<file path="config.mk">
export PLATFORM = sky130hd
export DESIGN_NAME = tmc_spi_xfer
export DESIGN_NICKNAME = d
export VERILOG_FILES = /design/src/rtl/tmc_spi_xfer.sv
export SDC_FILE = /design/constraint.sdc
export NUM_CORES = 1
export LEC_CHECK = 0
export ABC_CLOCK_PERIOD_IN_PS = 4200
export CAP_MARGIN = 20
export CORE_ASPECT_RATIO = 0.75
export CORE_UTILIZATION = 58
export CTS_CLUSTER_SIZE = 30
export DETAILED_ROUTE_END_ITERATION = 16
export GPL_TIMING_DRIVEN = 0
export PLACE_DENSITY = 0.84
export SETUP_SLACK_MARGIN = 0.5
export SLEW_MARGIN = 15
export SYNTH_ARGS = -nofsm -noshare
export SYNTH_HDL_FRONTEND = slang
export SYNTH_SLANG_ARGS = --single-unit
</file>
<file path="constraint.sdc">
create_clock -name clk -period 4.2 [get_ports clk]
set_input_delay 0.84 -clock clk [delete_from_list [all_inputs] [get_ports clk]]
set_output_delay 0.84 -clock clk [all_outputs]
set_load 0.03 [all_outputs]
</file>
<file path="src/rtl/tmc_spi_xfer.sv">
// tmc_spi_xfer: SPI mode-3 master that moves one 40-bit TMC datagram per csn frame.
// Full duplex: mosi shifts out MSB first while miso is sampled on every sclk rising edge.
module tmc_spi_xfer #(
    parameter int unsigned CLK_DIV  = 4,
    parameter int unsigned CS_SETUP = 2,
    parameter int unsigned CS_GAP   = 8
) (
    input  logic        clk,
    input  logic        resetn,
    input  logic [39:0] tx_data,
    input  logic        tx_valid,
    output logic        tx_ready,
    output logic [39:0] rx_data,
    output logic        rx_valid,
    output logic        busy,
    output logic        sclk,
    output logic        csn,
    output logic        mosi,
    input  logic        miso
);

    // state | meaning
    // IDLE  | csn high, waiting for tx_valid
    // SETUP | csn low, bit 39 on mosi, sclk high for CS_SETUP cycles
    // SHIFT | 40 sclk periods, low half then high half
    // HOLD  | csn low, sclk high for CLK_DIV cycles after the last bit
    // GAP   | csn high for CS_GAP cycles before the next frame
    localparam logic [2:0] IDLE  = 3'd0;
    localparam logic [2:0] SETUP = 3'd1;
    localparam logic [2:0] SHIFT = 3'd2;
    localparam logic [2:0] HOLD  = 3'd3;
    localparam logic [2:0] GAP   = 3'd4;

    localparam logic [7:0] DIV_LD   = 8'(CLK_DIV - 1);
    localparam logic [7:0] SETUP_LD = 8'(CS_SETUP - 1);
    localparam logic [7:0] GAP_LD   = 8'(CS_GAP - 1);

    logic [2:0]  state;
    logic [7:0]  cnt;
    logic [5:0]  bit_cnt;
    logic [38:0] tx_sr;
    logic [39:0] rx_sr;
    logic        armed;

    // armed keeps tx_ready low until the first edge after reset release
    assign tx_ready = armed & (state == IDLE);
    assign busy     = (state != IDLE);

    always_ff @(posedge clk or negedge resetn) begin
        if (!resetn) begin
            state    <= IDLE;
            cnt      <= 8'd0;
            bit_cnt  <= 6'd0;
            tx_sr    <= '0;
            rx_sr    <= '0;
            rx_data  <= '0;
            rx_valid <= 1'b0;
            sclk     <= 1'b1;
            csn      <= 1'b1;
            mosi     <= 1'b0;
            armed    <= 1'b0;
        end else begin
            armed    <= 1'b1;
            rx_valid <= 1'b0;
            case (state)
                IDLE: begin
                    if (tx_valid && tx_ready) begin
                        tx_sr <= tx_data[38:0];
                        mosi  <= tx_data[39];
                        csn   <= 1'b0;
                        sclk  <= 1'b1;
                        cnt   <= SETUP_LD;
                        state <= SETUP;
                    end
                end
                SETUP: begin
                    if (cnt == 8'd0) begin
                        sclk    <= 1'b0;
                        cnt     <= DIV_LD;
                        bit_cnt <= 6'd39;
                        state   <= SHIFT;
                    end else begin
                        cnt <= cnt - 8'd1;
                    end
                end
                SHIFT: begin
                    if (cnt != 8'd0) begin
                        cnt <= cnt - 8'd1;
                    end else if (!sclk) begin
                        sclk  <= 1'b1;
                        rx_sr <= {rx_sr[38:0], miso};
                        cnt   <= DIV_LD;
                    end else if (bit_cnt == 6'd0) begin
                        cnt   <= DIV_LD;
                        state <= HOLD;
                    end else begin
                        // falling edge of the next period carries the next bit
                        sclk    <= 1'b0;
                        mosi    <= tx_sr[38];
                        tx_sr   <= {tx_sr[37:0], 1'b0};
                        bit_cnt <= bit_cnt - 6'd1;
                        cnt     <= DIV_LD;
                    end
                end
                HOLD: begin
                    if (cnt == 8'd0) begin
                        csn      <= 1'b1;
                        mosi     <= 1'b0;
                        rx_data  <= rx_sr;
                        rx_valid <= 1'b1;
                        cnt      <= GAP_LD;
                        state    <= GAP;
                    end else begin
                        cnt <= cnt - 8'd1;
                    end
                end
                GAP: begin
                    if (cnt == 8'd0) begin
                        state <= IDLE;
                    end else begin
                        cnt <= cnt - 8'd1;
                    end
                end
                default: state <= IDLE;
            endcase
        end
    end

endmodule

</file>
# After elaboration in Yosys (flattened, before gate mapping)
# Cells that the tools add are included.
[totals] out_inout_bits=46 wordCells=90 ff_bits=141
[classes] eq_ne=13 n_reduce_logical=21 mux=40 bitwise_logic=3 n_addsub=2
[ops] operator="$mux 39" count=4
[ops] operator="$pmux 39 s2" count=1
[ops] operator="$mux 8" count=5
[ops] operator="$pmux 8 s5" count=1
[ops] operator="$mux 6" count=4
[ops] operator="$mux 3" count=7
[ops] operator="$ne 2x2->1 const B" count=8
[ops] operator="$pmux 3 s5" count=1
[ops] operator="$mux 1" count=13
[ops] operator="$pmux 6 s2" count=1
[ops] operator="$reduce_and 5->1" count=2
[ops] operator="$reduce_and 3->1" count=3
[ops] operator="$reduce_bool 3->1" count=3
[ops] operator="$logic_not 8->1" count=1
[ops] operator="$reduce_bool 8->1" count=1
[ops] operator="$sub 8x1->8 const B" count=1
[ops] operator="$reduce_and 7->1" count=1
[ops] operator="$eq 3x2->1 const B" count=2
[ops] operator="$logic_not 6->1" count=1
[ops] operator="$pmux 1 s3" count=2
[ops] operator="$reduce_and 6->1" count=1
[ops] operator="$reduce_bool 2->1" count=3
[ops] operator="$sub 6x1->6 const B" count=1
[ops] operator="$reduce_bool 5->1" count=1
[ops] operator="other kinds (10)" count=11

# Depth between registers and ports, before layout
# Gate-level depths: netlist (run 1).
[logic_depth] depth_word=5 mapped_depth=10 ltp_nobuf=8

# Least setup slack after synthesis (run 1)
# No wires, ideal clock.
[synth_timing] path_type="input-to-reg" startpoint="in tx_valid" endpoint="reg tx_sr[2]" stages=6 setup_slack_ps=2115 n_path_buf=1 setup_ps=137 arrival_time_ps=1948 path_cell_list="a211oi_1 or2_1 nor2_1 and2_4 clkbuf_1 a21oi_1"
[synth_between] elab_chain_cells=3
[synth_lines] element="start, declared" line_no="11" rtl="input logic tx_valid,"
[synth_lines] element="$logic_and 1x1->1" line_no="67" rtl="if (tx_valid && tx_ready) begin"
[synth_lines] element="$ne 2x1->1 (no source line)"
[synth_lines] element="$reduce_and 5->1 (no source line)"
[synth_lines] element="end signal, assigned" line_no="68" rtl="tx_sr <= tx_data[38:0];"
[synth_lines] element="end signal, assigned" line_no="100" rtl="tx_sr <= {tx_sr[37:0], 1'b0};"
[synth_lines] element="end, declared" line_no="41" rtl="logic [38:0] tx_sr;"
# No other way between the ends.
# A chain may end at the register's enable or synchronous reset.

# Final worst setup path (run 1)
[layout_timing] startpoint="reg state[2]" endpoint="out tx_ready"
[layout_between] elab_chain_cells=2
[layout_lines] element="start, declared" line_no="38" rtl="logic [2:0] state;"
[layout_lines] element="start signal, assigned" line_no="51" rtl="state <= IDLE;"
[layout_lines] element="start signal, assigned" line_no="73" rtl="state <= SETUP;"
[layout_lines] element="start signal, assigned" line_no="81" rtl="state <= SHIFT;"
[layout_lines] element="$logic_not 3->1" line_no="46" rtl="assign tx_ready = armed & (state == IDLE);"
[layout_lines] element="$and 1x1->1" line_no="46"
[layout_lines] element="end, declared" line_no="12" rtl="output logic tx_ready,"
# No other way between the ends.

==> results of run 1 <==
-- cells by family (layout without fill, tap and decap cells) --
group / Yosys count / after routing / share of synthesized area, %
AO/OA/AOI/OAI: 119 / 119 / 11.6
AND/OR/NAND/NOR: 187 / 187 / 13.2
flip-flops: 141 / 141 / 57.1
adder cells (fa/ha/maj): 3 / 3 / 0.607
XOR/XNOR: 7 / 7 / 0.992
buffers and inverters: 46 / 168 / 3.46
other: 1 / 1 / 0.0607
multiplexers: 75 / 75 / 13.0
-- worst reg2reg max path, cell delays in order, from the launching register on --
cell     delay [ns]
dfrtp_1        0.40
inv_1          0.12
ha_1           0.16
nor3b_2        0.30
and2_1         0.17
buf_2          0.19
nand3_1        0.31
inv_2          0.24
buf_2          0.24
nand2_1        0.09
nand2_1        0.08
-- per-stage QoR --
| step | cells | TNS [ns] | util, % |
|---|---|---|---|
| CTS | 837 | 0 | 76.5 |
| floorplan | 579 | 0 | - |
| detailed placement | 805 | 0 | 70.4 |
| finish | 837 | 0 | 76.5 |
| global route | 837 | 0 | 76.5 |
| global placement | 804 | -433.67 | 70.1 |
-- state kept, by name, summed over array words and instances (netlist names) --
| signal | flops |
|---|---|
| armed | 1 |
| bit_cnt | 6 |
| cnt | 8 |
| csn | 1 |
| mosi | 1 |
| rx_data | 40 |
| rx_sr | 40 |
| rx_valid | 1 |
| sclk | 1 |
| state | 3 |
| tx_sr | 39 |
-- power by group through the flow --
stage                     Sequential, W  Combinational (W)  Clock (W)
after global placement          0.00139          0.0000723          0
after floorplan                 0.00139         0.00000367          0
after detailed placement        0.00139          0.0000768          0
after global routing            0.00136          0.0000834    0.00166
final                           0.00136          0.0000751    0.00158
after CTS                       0.00136          0.0000774    0.00160
-- routing by layer --
layer | up-vias | share of wire (%) | track usage (%)
li1 | 2211 | - | -
met1 | 2344 | 45 | 36.0
met2 | 146 | 48 | 42.8
met3 | 20 | 5.7 | 6.16
met4 | 0 | 1.7 | 10.6
met5 | - | 0 | 0
-- Yosys cell counts (2+ instances only) --
cell type    n  area (um2)
ha_1         3        37.5
dfstp_2      2        52.6
a31oi_1      6        37.5
a21oi_2     10        87.6
nor3_1       5        25.0
and3_1       2        12.5
and2_1       3        18.8
o31ai_1      3        22.5
mux2i_1     34         340
nand2_1    137         514
inv_1        9        33.8
clkbuf_1    15        56.3
buf_6        2        22.5
a21oi_1     70         350
nand3_1      6        30.0
o21ai_0     11        55.1
mux2_1       2        22.5
mux2_2      39         439
xnor2_1      4        35.0
buf_2       18        90.1
nor2_1      18        67.6
dfrtp_1    139        3480
xor2_1       3        26.3
o211ai_1     4        30.0
nor2b_1      2        12.5
-- worst min-delay path by stage --
stage | slack (ns) | end | startpoint | cells past startpoint
after detailed placement | 0.46 | rx_data[23]$_DFFE_PN0P_ | rx_data[23]$_DFFE_PN0P_ | 2
final | 0.33 | cnt[6]$_DFFE_PN0P_ | resetn | 1
after global routing | 0.37 | cnt[3]$_DFFE_PN0P_ | resetn | 1
after CTS | 0.35 | cnt[6]$_DFFE_PN0P_ | resetn | 1
after floorplan | 0.43 | rx_data[39]$_DFFE_PN0P_ | rx_sr[39]$_DFFE_PN0P_ | 2
after global placement | 0.45 | rx_data[39]$_DFFE_PN0P_ | rx_sr[39]$_DFFE_PN0P_ | 2
-- layout make-up --
class | count | area (um2) | share of cell area (%)
Inverter | 10 | 37.5 | 0.475
Clock buffer | 19 | 453 | 5.73
Tap cell | 136 | 170 | 2.15
Sequential cell | 141 | 3530 | 44.7
Multi-Input combinational cell | 392 | 2440 | 30.8
Timing Repair Buffer | 90 | 923 | 11.7
Clock inverter | 13 | 178 | 2.25
Buffer | 36 | 176 | 2.23
==> results.ini, run 1 <==
[clocking]
clk_pin_slew_ns = 0.06
cts_resized = 0
cts.sinks = 141
cts-htree-levels = 4
clk_latency_ns = 0.41
numCtsBuffers = 17
cts_max_path_buffers = 2
cts_root_buffer = clkbuf_16
cts.hold.buffers_added = 0
post_cts_buffers = 0
cts_tree = yes

[critical_path]
critPathTopFamily = buffers and inverters
cp_slowest_cell = clkdlybuf4s50_1
reg2reg_slack_ns = 1.85
critPathLaunch = state[2]$_DFFE_PN0P_
critical_path_arrival_ns = 2.19
path_class = reg -> out
path_buf_inv = 2
path_depth = 4
required_ns = 3.36
r2r.worst_path.cells = 10
end_kind = primary output
reg2reg_to = rx_data[36]$_DFFE_PN0P_
path_cells = clkbuf_1, nor3_1, and2_1, clkdlybuf4s50_1
reg2reg_from = cnt[0]$_DFFE_PN0P_
crit_end = tx_ready
max_stage_delay_ns = 0.66
cp_max_fo = 10
cp-start-kind = flop

[sta]
hold_viol = 0
setup_viol = 0
tightest_slew_ns = 0.608
rsz0062_at_grt = no
whs_ns = 0.334
fin_crit_ns = 3.03
fmax_ghz = 0.331
period_share_pct = 72.0
slew_violations = 0
skew_ns = 0.00713
relSlewSlack_pct = 59.5
fin_ws_ns = 1.17

[yosys]
synth_cell_types = 57
synth_nets = 626
synth_edf_count = 0
synthArstFlopShare_pct = 100
synthesis.area_um2 = 6180
synth.avg_cell_area_um2 = 10.7
yosysSeqAreaShare_pct = 57.1
ys_ff_latch = 141
synth_cells = 579
synth-main-ff-cell = dfrtp_1
ys_warn_count = 0

[power]
clockPowerShare_pct = 52.4
seqPwrFrac_pct = 45.1
power_frac_comb_pct = 2.5
leakage_nw = 3.99
switching_power_w = 0.000640
pwr_density_cell_nw_per_um2 = 382
vdd.ir_drop.worst_v = 0.000374
power_w = 0.00302
p_int_w = 0.00238
p_sw_share_pct = 21.2

[drt]
antenna_left = 0
routedWlPerCell_um = 16.5
viasPerCell = 5.64
via_count = 4721
wl_mm = 13.8
drt_first_iter_violations = 271
firstDrtPassIters = 5
drc = 0

[placed_design]
post_dp_cell_area_um2 = 7280
gp_congestion = 0.862
dp_hpwl_mm = 9.08
dp_slack_ns = 1.28
port_buffers = 89

[layout]
fin_area_um2 = 7910
nFillCells = 684
antenna_cells = 0
nNetsFinal = 735
final_cell_mix = dfrtp_1, nand2_1, clkdlybuf4s50_1
layout-drive-gt1-share_pct = 16.7
layout_commonest_cell = dfrtp_1
area_growth_pct = 27.9

[run_status]
status = complete, no violations

[global_route]
grt_pass1_wl_mm = 22.9
antenna_found_initial = 0
grt_pass1_vias = 4706
grt_max_degree = 85
track_usage_pct = 26.9
grt_overflow = 0

[floorplan]
ios = 90
start_util_pct = 59.8
die_x_um = 121
dieArea_um2 = 11100
die_y_um = 91.4
num_rows = 32
core_um2 = 10300

[hold_path]
hold_path_class = in -> async

[job]
cap_violations = 0

(Power assumes the default switching activity.)
==> inputs of run 2 (changes only) <==
- ABC_CLOCK_PERIOD_IN_PS: 4200 -> 2500
- CORE_UTILIZATION: 58 -> 49
- PLACE_DENSITY: 0.84 -> 0.76
- clock period: 4.2 -> 2.5 ns (I/O delays scaled with it)
==> run 2 against run 1 <==
  * Final cell count rose by 7.2%
  * Critical path depth rose by 2
  * Largest cell class unchanged
  * Clock power rose by 73%
  * Sequential power rose by 68%
  * Global-route usage fell by 4.3 points
  * Sequential share of layout area fell by 4.2 points
  * Power rose by 70%
  * Utilization fell by 5.6 points
  * Die area rose by 18%
  * Register-to-register slack got worse by 1.4 ns
  * Highest routed layer unchanged
  * Wire length rose by 9.7%
  * Flip-flop and latch count did not move
==> results.ini, run 2 (same netlist as run 1, synthesis figures left out) <==
[critical_path]
end_kind = flop  ; was primary output
cp-start-kind = flop  ; unchanged
path_cells = or4_4, o21ai_4, o21ai_4, buf_4, o211ai_1, mux2_2  ; was clkbuf_1, nor3_1, and2_1, clkdlybuf4s50_1
cp_slowest_cell = or4_4  ; was clkdlybuf4s50_1
critPathTopFamily = simple AND/OR/NAND/NOR gates  ; was buffers and inverters
path_buf_inv = 1  ; was 2
critPathLaunch = bit_cnt[4]$_DFFE_PN0P_  ; was state[2]$_DFFE_PN0P_
cp_max_fo = 4  ; was 10
required_ns = 2.82  ; was 3.36 ns
critPathMostFrequentCell = o21ai_4
reg2reg_to = mosi$_DFFE_PN0P_  ; was rx_data[36]$_DFFE_PN0P_
r2r.worst_path.cells = 6  ; was 10
max_stage_delay_ns = 0.59  ; was 0.66 ns
path_class = reg -> reg  ; was reg -> out
reg2reg_from = bit_cnt[4]$_DFFE_PN0P_  ; was cnt[0]$_DFFE_PN0P_
critical_path_arrival_ns = 2.35  ; was 2.19 ns
reg2reg_slack_ns = 0.47  ; was 1.85 ns

[clocking]
cts_max_path_buffers = 2  ; unchanged
clk_pin_slew_ns = 0.07  ; was 0.06 ns
cts-htree-levels = 4  ; unchanged
cts.sinks = 141  ; unchanged
cts_root_buffer = clkbuf_16  ; unchanged
numCtsBuffers = 17  ; unchanged
cts_tree = yes  ; unchanged
clk_latency_ns = 0.43  ; was 0.41 ns
cts.hold.buffers_added = 0  ; unchanged

[run_status]
status = complete, no violations  ; unchanged

[floorplan]
ios = 90  ; unchanged
start_util_pct = 50.2  ; was 59.8%
num_rows = 35  ; was 32
die_y_um = 99.3  ; was 91.4 um
core_um2 = 12300  ; was 10300 um2
dieArea_um2 = 13100  ; was 11100 um2
die_x_um = 132  ; was 121 um

[sta]
hold_viol = 0  ; unchanged
rsz0062_at_grt = yes  ; was no
setup_viol = 0  ; unchanged
period_share_pct = 81.4
slew_violations = 0  ; unchanged
fin_crit_ns = 2.03
skew_ns = 0.0117  ; was 0.00713 ns
fmax_ghz = 0.491
tightest_slew_ns = 0.555  ; was 0.608 ns
relSlewSlack_pct = 63.0  ; was 59.5%

[global_route]
grt_pass1_wl_mm = 23.2  ; was 22.9 mm
grt_overflow = 0  ; unchanged
grt_busiest_layer = met2  ; unchanged
track_usage_pct = 22.6  ; was 26.9%
use_met3_pct = 6.57  ; was 6.16%
grt_max_degree = 75  ; was 85
gr-usage-met1_pct = 29.3  ; was 36.0%
gr-usage-met2_pct = 37.0  ; was 42.8%
grt_pass1_vias = 4720  ; was 4706
antenna_found_initial = 0  ; unchanged

[power]
p_sw_share_pct = 22.4  ; was 21.2%
seqPwrFrac_pct = 44.5  ; was 45.1%
power_frac_comb_pct = 2.5  ; about the same
p_int_w = 0.00400  ; was 0.00238 W
leakage_nw = 4.69  ; was 3.99 nW
pwr_density_cell_nw_per_um2 = 590  ; was 382 nW/um2
vdd.ir_drop.worst_v = 0.000585  ; was 0.000374 V
switching_power_w = 0.00115  ; was 0.000640 W
clockPowerShare_pct = 53.0  ; was 52.4%

[placed_design]
post_dp_cell_area_um2 = 7310  ; was 7280 um2
dp_hpwl_mm = 9.08  ; about the same
gp_congestion = 0.783  ; was 0.862
port_buffers = 89  ; unchanged

[drt]
drc = 0  ; unchanged
drt_first_iter_violations = 257  ; was 271
via_count = 4761  ; was 4721
firstDrtPassIters = 4  ; was 5
wl_mm = 15.2  ; was 13.8 mm
antenna_left = 0  ; unchanged
viasPerCell = 5.31  ; was 5.64
routedWlPerCell_um = 16.9  ; was 16.5 um

[layout]
layout-drive-gt1-share_pct = 25.0  ; was 16.7%
antenna_cells = 0  ; unchanged
nNetsFinal = 765  ; was 735
area_growth_pct = 41.2  ; was 27.9%
nFillCells = 845  ; was 684
final_cell_mix = nand2_1, dfrtp_1, clkdlybuf4s50_1  ; was dfrtp_1, nand2_1, clkdlybuf4s50_1
fin_area_um2 = 8730  ; was 7910 um2
largestRegisters = rx_data: 40 flops, rx_sr: 40 flops, tx_sr: 39 flops  ; unchanged
final_util_pct = 70.9  ; was 76.5%

[hold_path]
hold_path_class = in -> async  ; unchanged

[job]
cap_violations = 0  ; unchanged

[run 2: final cells by class]
class	instances	area, um2	share of cell area, %
flip-flops and latches	141	3530	40.5
clock buffers	18	439	5.03
repair buffers	120	1270	14.6
multi-input cells	392	2690	30.8
inverters	10	42.5	0.487
plain buffers	36	347	3.97
clock inverters	14	196	2.25
well taps	166	208	2.38
[run 2: timing repair]
item / in CTS / in global routing
gates cloned: 2 / 3
buffers inserted: 6 / 19
resized for setup: 62 / 118
endpoints found under the hold margin: 0 / 0
pin swaps: 6 / 8
endpoints found under the setup margin: 131 / 146
[run 2: metrics by stage]
stage | setup TNS, ns | total power [W] | cells | setup slack [ns] | hold slack, ns
2_1_floorplan | 0 | 0.00234 | 579 | 0.565 | 0.204
3_3_place_gp | -628.17 | 0.00245 | 834 | -4.48 | 0.460
3_5_place_dp | -0.676 | 0.00246 | 835 | -0.0902 | 0.461
4_1_cts | 0 | 0.00516 | 875 | 0.423 | 0.0308
5_1_grt | 0 | 0.00530 | 897 | 0.387 | 0.0500
6_report | 0 | 0.00515 | 897 | 0.465 | 0.00976
[run 2: power groups by stage]
stage,clock [W],sequential [W],combinational [W]
final,0.00273,0.00229,0.000129
after global routing,0.00287,0.00229,0.000142
after CTS,0.00274,0.00229,0.000131
after detailed placement,0,0.00233,0.000129
after global placement,0,0.00233,0.000122
after floorplan,0,0.00233,0.00000616
[run 2: worst register-to-register path, stage by stage, from the launching register on]
cell	delay, ns
dfrtp_1	0.39
or4_4	0.59
o21ai_4	0.21
o21ai_4	0.10
buf_4	0.15
o211ai_1	0.13
mux2_2	0.36
[run 2: worst max-delay path by stage]
stage,cells past startpoint,end,slack (ns)
after floorplan,7,rx_sr[1]$_DFFE_PN0P_,0.57
after global placement,1,rx_data[24]$_DFFE_PN0P_,-4.48
after detailed placement,7,tx_sr[37]$_DFFE_PN0P_,-0.09
after CTS,4,tx_ready,0.42
after global routing,10,rx_data[8]$_DFFE_PN0P_,0.39
final,6,mosi$_DFFE_PN0P_,0.47
[run 2: metal layers]
layer  routed length, um  share of wire [%]
met1                6720                 44
met2                7630                 50
met3                 626                4.1
met4                 177                1.2
met5                   0                  0
==> inputs of run 3 (changes only) <==
- ABC_CLOCK_PERIOD_IN_PS: 2500 -> 1950
- CORE_UTILIZATION: 49 -> 54
- PLACE_DENSITY: 0.76 -> 0.79
- clock period: 2.5 -> 1.95 ns (I/O delays scaled with it)
==> run 3 against run 2 <==
  * The flow now finishes with violations (DRC, setup timing)
  * Via count increased by 11%
  * Final cell count is 1.0% higher
  * Design area is 5.9% higher
  * Maximum frequency is 5.6% lower
  * Register-to-register slack worse by 0.67 ns
  * Power rose by 26%
  * Critical path depth grew 5
  * Critical path type unchanged
  * Largest power group unchanged
==> results.ini, run 3 (same netlist as run 1, synthesis figures left out) <==
[critical_path]
end_kind = flop  ; unchanged
required_ns = 2.32  ; was 2.82 ns
path_cells = nor4_4, buf_4, buf_4, and2_4, buf_6, nand3_4, buf_12, clkinv_8, buf_6, nand2_1, nand2_1  ; was or4_4, o21ai_4, o21ai_4, buf_4, o211ai_1, mux2_2
path_buf_inv = 6  ; was 1
cp_max_fo = 9  ; was 4
critical_path_arrival_ns = 2.52  ; was 2.35 ns
path_class = reg -> reg  ; unchanged
cp-start-kind = flop  ; unchanged
cp_slowest_cell = dfrtp_1  ; was or4_4
max_stage_delay_ns = 0.47  ; was 0.59 ns
reg2reg_slack_ns = -0.20  ; was 0.47 ns
critPathTopFamily = buffers and inverters  ; was simple AND/OR/NAND/NOR gates

[sta]
whs_ns = 0.459  ; was 0.00976 ns
slew_violations = 0  ; unchanged
setup_viol = 137  ; was 0
fmax_ghz = 0.464  ; was 0.491 GHz
skew_ns = 0.0130  ; was 0.0117 ns
fin_crit_ns = 2.15  ; was 2.03 ns
rsz0062_at_grt = yes  ; unchanged
hold_viol = 0  ; unchanged
period_share_pct = 110  ; was 81.4%
tightest_slew_ns = 0.564  ; was 0.555 ns
relSlewSlack_pct = 62.2  ; was 63.0%
fin_ws_ns = -0.204  ; was 0.465 ns

[power]
leakage_nw = 4.90  ; was 4.69 nW
pwr_density_cell_nw_per_um2 = 700  ; was 590 nW/um2
power_w = 0.00647  ; was 0.00515 W
vdd.ir_drop.worst_v = 0.000664  ; was 0.000585 V

[drt]
viasPerCell = 5.83  ; was 5.31
antenna_left = 0  ; unchanged
wl_mm = 18.5  ; was 15.2 mm
drt_first_iter_violations = 400  ; was 257
drc = 3  ; was 0
via_count = 5283  ; was 4761
firstDrtPassIters = 11  ; was 4
routedWlPerCell_um = 20.4  ; was 16.9 um

[layout]
layout_commonest_cell = dfrtp_1
area_growth_pct = 49.6  ; was 41.2%
antenna_cells = 0  ; unchanged
finalNonFillerCells = 906  ; was 897
final_util_pct = 83.9  ; was 70.9%
nFillCells = 533  ; was 845
final_cell_mix = dfrtp_1, nand2_1, clkdlybuf4s50_1, buf_2, a21oi_1  ; was nand2_1, dfrtp_1, clkdlybuf4s50_1
largestRegisters = rx_data: 40 flops, rx_sr: 40 flops, tx_sr: 39 flops  ; unchanged
layout-drive-gt1-share_pct = 41.9  ; was 25.0%
nNetsFinal = 800  ; was 765
fin_area_um2 = 9250  ; was 8730 um2

[clocking]
clk_latency_ns = 0.44  ; was 0.43 ns
cts_max_path_buffers = 2  ; unchanged
cts_tree = yes  ; unchanged
cts-htree-levels = 4  ; unchanged
numCtsBuffers = 17  ; unchanged
cts.sinks = 141  ; unchanged
clk_pin_slew_ns = 0.07  ; about the same
cts_root_buffer = clkbuf_16  ; unchanged

[run_status]
status = finished with violations  ; was complete, no violations
violations = DRC, setup timing

[placed_design]
place_inst = 809  ; was 835
gp_congestion = 0.806  ; was 0.783
post_dp_cell_area_um2 = 7490  ; was 7310 um2
port_buffers = 89  ; unchanged
dp_hpwl_mm = 9.38  ; was 9.08 mm

[floorplan]
ios = 90  ; unchanged
die_x_um = 126  ; was 132 um
core_um2 = 11000  ; was 12300 um2
num_rows = 33  ; was 35
start_util_pct = 56.1  ; was 50.2%
die_y_um = 94.7  ; was 99.3 um
dieArea_um2 = 11900  ; was 13100 um2

[global_route]
grt_pass1_wl_mm = 26.8  ; was 23.2 mm
antenna_found_initial = 0  ; unchanged
track_usage_pct = 29.7  ; was 22.6%
grt_overflow = 0  ; unchanged
grt_max_degree = 88  ; was 75
grt_pass1_vias = 5362  ; was 4720

[hold_path]
hold_path_class = in -> async  ; unchanged

[job]
cap_violations = 0  ; unchanged

## run 3: changes by cell type in the layout (fill, tap and decap cells not counted), moves of 12 or more
cell and delta:
buf_6 +19, buf_2 +40, a21oi_1 -28, dlymetal6s2s_1 -12
clkdlybuf4s50_1 -28, a21oi_2 +23
## run 3: worst register-to-register path, cell delays in order, from the launching register on
cell,delay (ns)
dfrtp_1,0.47
nor4_4,0.36
buf_4,0.22
buf_4,0.14
and2_4,0.14
buf_6,0.12
nand3_4,0.09
buf_12,0.18
clkinv_8,0.09
buf_6,0.12
nand2_1,0.07
nand2_1,0.09
## run 3: through the flow
| stage | setup slack (ns) | TNS (ns) |
|---|---|---|
| after floorplan | 0.111 | 0 |
| after global placement | -4.94 | -714.25 |
| after detailed placement | -0.640 | -28.79 |
| after CTS | 0.00318 | 0 |
| after global routing | -0.230 | -19.21 |
| final | -0.204 | -16.29 |
## run 3: report_power, final
part           switching, W  internal (W)  total, W
registers        0.00000607       0.00293   0.00294
logic             0.0000743     0.0000933  0.000168
clock network       0.00144       0.00193   0.00337
total               0.00152       0.00495   0.00647
## run 3: worst paths after layout
kind | startpoint | end | cells after the start
worst max-delay path | cnt[5]$_DFFE_PN0P_ | rx_data[15]$_DFFE_PN0P_ | 11
worst min-delay path | resetn | cnt[2]$_DFFE_PN0P_ | 2
worst max register to register | cnt[5]$_DFFE_PN0P_ | rx_data[15]$_DFFE_PN0P_ | 11
worst min register to register | rx_data[9]$_DFFE_PN0P_ | rx_data[9]$_DFFE_PN0P_ | 2
max in group asynchronous | resetn | rx_data[29]$_DFFE_PN0P_ | 3
min in group clk | rx_data[9]$_DFFE_PN0P_ | rx_data[9]$_DFFE_PN0P_ | 2
## run 3: cell type report
class,instances,area (um2),share of cell area [%]
inverters,10,52.6,0.568
well taps,140,175,1.89
repair inverters,1,16.3,0.176
repair buffers,154,1420,15.4
clock buffers,17,425,4.60
multi-input cells,392,2980,32.3
flip-flops and latches,141,3530,38.2
clock inverters,15,175,1.89
plain buffers,36,463,5.01
## run 3: per-layer routing
metal	track usage [%]	wire length [um]	part of all wire [%]	up-vias
met5	0	0	0	-
met4	16.5	498	2.7	0
met3	5.67	986	5.3	47
met2	50.0	9210	50	218
met1	36.6	7790	42	2684
li1	-	-	-	2334
## run 3: timing repair
| action | in CTS | in global routing |
|---|---|---|
| gates resized for setup | 374 | 62 |
| setup endpoints to repair | 186 | 144 |
| setup buffers | 41 | 12 |
| hold buffers | 1 | 0 |
| endpoints found under the hold margin | 52 | 0 |
| pin swaps | 18 | 12 |
| gates cloned | 4 | 7 |
